===== src/rtl/pipe_stage_skid.sv =====
// Pipeline-stage register carrying a control and a data bundle over valid/ready.
// REG_READY=1 adds a one-entry skid so in_ready comes straight from a flop.
module pipe_stage_skid #(
    parameter int DATA_W    = 32,
    parameter int CTRL_W    = 5,
    parameter int REG_READY = 1
) (
    input  logic              clk,
    input  logic              reset,
    input  logic              flush,
    input  logic              in_valid,
    output logic              in_ready,
    input  logic [CTRL_W-1:0] in_ctrl,
    input  logic [DATA_W-1:0] in_data,
    output logic              out_valid,
    input  logic              out_ready,
    output logic [CTRL_W-1:0] out_ctrl,
    output logic [DATA_W-1:0] out_data,
    output logic [1:0]        occupancy
);

    typedef struct packed {
        logic [CTRL_W-1:0] ctrl;
        logic [DATA_W-1:0] data;
    } entry_t;

    // Encoding doubles as the occupancy count.
    typedef enum logic [1:0] {
        EMPTY = 2'd0,
        BUSY  = 2'd1,
        FULL  = 2'd2
    } state_t;

    state_t state, state_nxt;
    entry_t main_q, skid_q, in_e;
    logic   fire_in, fire_out;
    logic   ld_main_in, ld_main_skid, ld_skid;

    assign in_e      = '{ctrl: in_ctrl, data: in_data};
    assign out_valid = (state != EMPTY);
    assign out_ctrl  = out_valid ? main_q.ctrl : '0;
    assign out_data  = main_q.data;
    assign occupancy = state;
    assign fire_in   = in_valid & in_ready;
    assign fire_out  = out_valid & out_ready;

    generate
        if (REG_READY != 0) begin : g_reg_ready
            assign in_ready = (state != FULL);
        end else begin : g_comb_ready
            assign in_ready = out_ready | ~out_valid;
        end
    endgenerate

    always_ff @(posedge clk) begin
        if (!reset) state <= EMPTY;
        else        state <= state_nxt;
    end

    always_comb begin
        state_nxt    = state;
        ld_main_in   = 1'b0;
        ld_main_skid = 1'b0;
        ld_skid      = 1'b0;
        if (flush) begin
            state_nxt = EMPTY;
        end else begin
            case (state)
                EMPTY: begin
                    if (fire_in) begin
                        state_nxt  = BUSY;
                        ld_main_in = 1'b1;
                    end
                end
                BUSY: begin
                    if (fire_in && fire_out) begin
                        ld_main_in = 1'b1;
                    end else if (fire_in && REG_READY != 0) begin
                        state_nxt = FULL;
                        ld_skid   = 1'b1;
                    end else if (fire_out) begin
                        state_nxt = EMPTY;
                    end
                end
                FULL: begin
                    if (fire_out) begin
                        state_nxt    = BUSY;
                        ld_main_skid = 1'b1;
                    end
                end
                default: state_nxt = EMPTY;
            endcase
        end
    end

    always_ff @(posedge clk) begin
        if (!reset) begin
            main_q <= '0;
            skid_q <= '0;
        end else begin
            if (ld_main_in)        main_q <= in_e;
            else if (ld_main_skid) main_q <= skid_q;
            if (ld_skid)           skid_q <= in_e;
        end
    end

endmodule


===== config.mk =====
export PLATFORM = sky130hd
export DESIGN_NAME = pipe_stage_skid
export DESIGN_NICKNAME = d
export VERILOG_FILES = /design/src/rtl/pipe_stage_skid.sv
export SDC_FILE = /design/constraint.sdc
export NUM_CORES = 1
export LEC_CHECK = 0
export BUFFER_PORTS_ARGS = -buffer_cell sky130_fd_sc_hd__buf_2
export CORE_MARGIN = 4
export CORE_UTILIZATION = 45
export CTS_CLUSTER_DIAMETER = 80
export DETAILED_ROUTE_END_ITERATION = 8
export PLACE_DENSITY = 0.67
export SLEW_MARGIN = 20
export SYNTH_ARGS = -nofsm -noshare
export SYNTH_HDL_FRONTEND = slang
export SYNTH_SLANG_ARGS = --single-unit

===== constraint.sdc =====
create_clock -name clk -period 1.6 [get_ports clk]
set_input_delay 0.08 -clock clk [delete_from_list [all_inputs] [get_ports clk]]
set_output_delay 0.08 -clock clk [all_outputs]
set_load 0.02 [all_outputs]

==> out/qor.yml <==
cts-root-buf: "clkbuf_8"
layout_min_cycle_time_ns: 1.486
core_um2: 7767
synthTopCellsByArea: "dfxtp_1, nand2_1, o31ai_1, buf_4, a31oi_1"
ys_ff_latch: 76
port_buffers: 82
gr-usage-met2_pct: 31.10
row_count: 32
place_congestion: 0.7378
arrival_ns: 1.71
startpoint_type: "flip-flop"
cts.sink_count: 76
nNetsFinal: 528
end_kind: "flip-flop"
worst_ep_required_time_ns: 1.82
min_path_type: "input port to flip-flop"
setup_violations: 0
grt_pass1_wl_um: 14700
worst_pin_slew_ns: 0.3751
synthDistinctLibCells: 30
grt_pass1_vias: 2989
setup_ws_ns: 0.1138
postRouteAntennaNets: 0
grt_antenna_before_repair: 0
p_sw_mw: 1.081
rsz0062_at_grt: "no"
grt_max_degree: 76
grt.busiest_layer: "met2"
yosys_warnings: 0
p_sw_share_pct: 26.44
syn_avg_cell_area_um2: 8.313
pre_cts_ws_ns: 0.1454
cts_tree: "done"
ioPinCount: 83
path_clk_slew_ns: 0.08
htree_levels: 3
reg2reg_slack_ns: 0.11
avgViaCountPerCell: 5.435
synthArstFlopShare_pct: 0
firstDrtPassIters: 4
synthFlopType: "dfxtp_1"
start_util_pct: 46.55
synth_seq_area_share_pct: 42.08
die-area_um2: 9534
grtUsageMet3_pct: 3.948
setup_tns_ns: 0
numCtsBuffers: 9
dp.cells: 554
diodes: 0
chipWidth_um: 97.64
drt_iter0_markers: 171
vias: 3223
max_freq_mhz: 672.9
crit_chain: "or3b_4 > buf_12 > o31ai_1 > a31oi_1"
clk_latency_ns: 0.34
finalMaxSlewViolations: 0
p_leak_nw: 1.624
synth_edf_count: 0
pwr-share-clk_pct: 37.4
clock_path_buffers: 2
skew_ns: 0.009766
postSynthCellCount: 435
drv_cap: 0
synth_commonest_cells: "dfxtp_1, nand2_1, a31oi_1, nand3_1, o21ai_0"
drc: 0
die_h_um: 97.64
max_slew_margin_pct: 75.00
hold_depth: 3
yosysTopAreaCell: "dfxtp_1"
fin_crit_sh_pct: 92.89
drt_wl_total_um: 8776
final-hold-violation-count: 0
use_met1_pct: 23.53
area_growth_syn_to_layout_pct: 19.10
ir_drop_mv: 0.5007
crit_fanout: 74
overflow: 0
wl_per_cell_um: 14.80
path_class: "flip-flop to flip-flop"
layout.cells.non_filler: 593
yosysMostFrequentCell: "dfxtp_1"
worst_path_max_delay_cell: "or3b_4"
syn_nets: 477
power_frac_seq_pct: 49.1
comb_power_share_pct: 13.6
p_int_mw: 3.008
post-cts-setup-buffers: 0
hpwl_um: 5101
status: "complete, no violations"
powerDensity_nw_per_um2: 949.3
drive_above_1_share_pct: 24.24
synth_area_um2: 3616
grt_usage_pct: 18.43
reg2regPathDepth: 4
slowest_delay_ns: 0.43
synth_top_area_share_pct: 42.08
[critical path: cells and delay by family (launching register included)]
| family | cells | cell delay, ns |
|---|---|---|
| flip-flops | 1 | 0.37 |
| AND/OR/NAND/NOR | 1 | 0.43 |
| buffers and inverters | 1 | 0.20 |
| AO/OA/AOI/OAI | 2 | 0.33 |
[layout by cell type, fill, tap and decap left out, drive strengths merged]
| master | instances |
|---|---|
| a211oi | 1 |
| or3b | 2 |
| nor2 | 2 |
| inv | 1 |
| dfxtp | 76 |
| nand2b | 3 |
| o21ai | 37 |
| a21oi | 1 |
| o21ba | 1 |
| buf | 93 |
| bufinv | 1 |
| mux2i | 1 |
| o31ai | 37 |
| dlygate4sd3 | 23 |
| nor3b | 1 |
| clkbuf | 11 |
| nand3b | 1 |
| clkinv | 3 |
| nand4bb | 1 |
| clkinvlp | 1 |
| and4bb | 1 |
| nand2 | 76 |
| nor2b | 6 |
| a21boi | 37 |
| a31oi | 37 |
| nand3 | 37 |
[what timing repair did]
item,4_1_cts,5_1_grt
hold buffers,23,0
endpoints found under the hold margin,23,0
gates resized for setup,1,0
setup endpoints to repair,6,0
[path summary, 6_finish.rpt]
check / start / end
worst max register to register: occupancy[1] / out_data[17]
worst min register to register: skid_q[6] / out_data[6]
worst min-delay path: in_data[10] / skid_q[10]
worst max-delay path: occupancy[1] / out_data[17]
[state kept, by name, summed over array words and instances (netlist names)]
register   cells
skid_q        37
out_data      32
occupancy      2
main_q         5
[layout make-up]
class	count	area (um^2)
repair buffers	116	810.8
well taps	102	127.6
fillers	761	3461
inverters	1	3.754
clock inverters	5	60.06
flip-flops and latches	76	1521
multi-input cells	282	1632
clock buffers	11	151.4
[kinds of logic after synthesis]
group,Yosys count,synth area share [%]
AND/OR/NAND/NOR,130,16.61
multiplexers,1,0.2768
buffers and inverters,77,13.39
flip-flops,76,42.08
AO/OA/AOI/OAI,151,27.65
[layer usage]
| layer | routed length (um) | part of all wire (%) | vias up |
|---|---|---|---|
| met5 | 0 | 0 | - |
| met4 | 71 | 0.81 | 0 |
| met3 | 373 | 4.3 | 8 |
| met2 | 4216 | 48 | 67 |
| met1 | 4115 | 47 | 1535 |
| li1 | - | - | 1613 |
[stage by stage]
stage	utilization, %	hold WS (ns)	instance area, um^2	power [mW]
after floorplan	-	0.1528	3616	2.440
after global placement	49.73	0.3445	3862	2.559
after detailed placement	49.73	0.3508	3862	2.564
after CTS	55.44	0.00005079	4307	4.121
after global routing	55.44	0.005529	4307	4.255
final	55.44	0.01378	4307	4.088
[power by group through the flow]
stage	Clock [mW]	Combinational (mW)	Sequential [mW]
final	1.53	0.555	2.01
after floorplan	0	0.399	2.04
after detailed placement	0	0.515	2.05
after CTS	1.56	0.559	2.01
after global placement	0	0.511	2.05
after global routing	1.63	0.609	2.02
No activity file was read; power rests on OpenSTA's default activity.
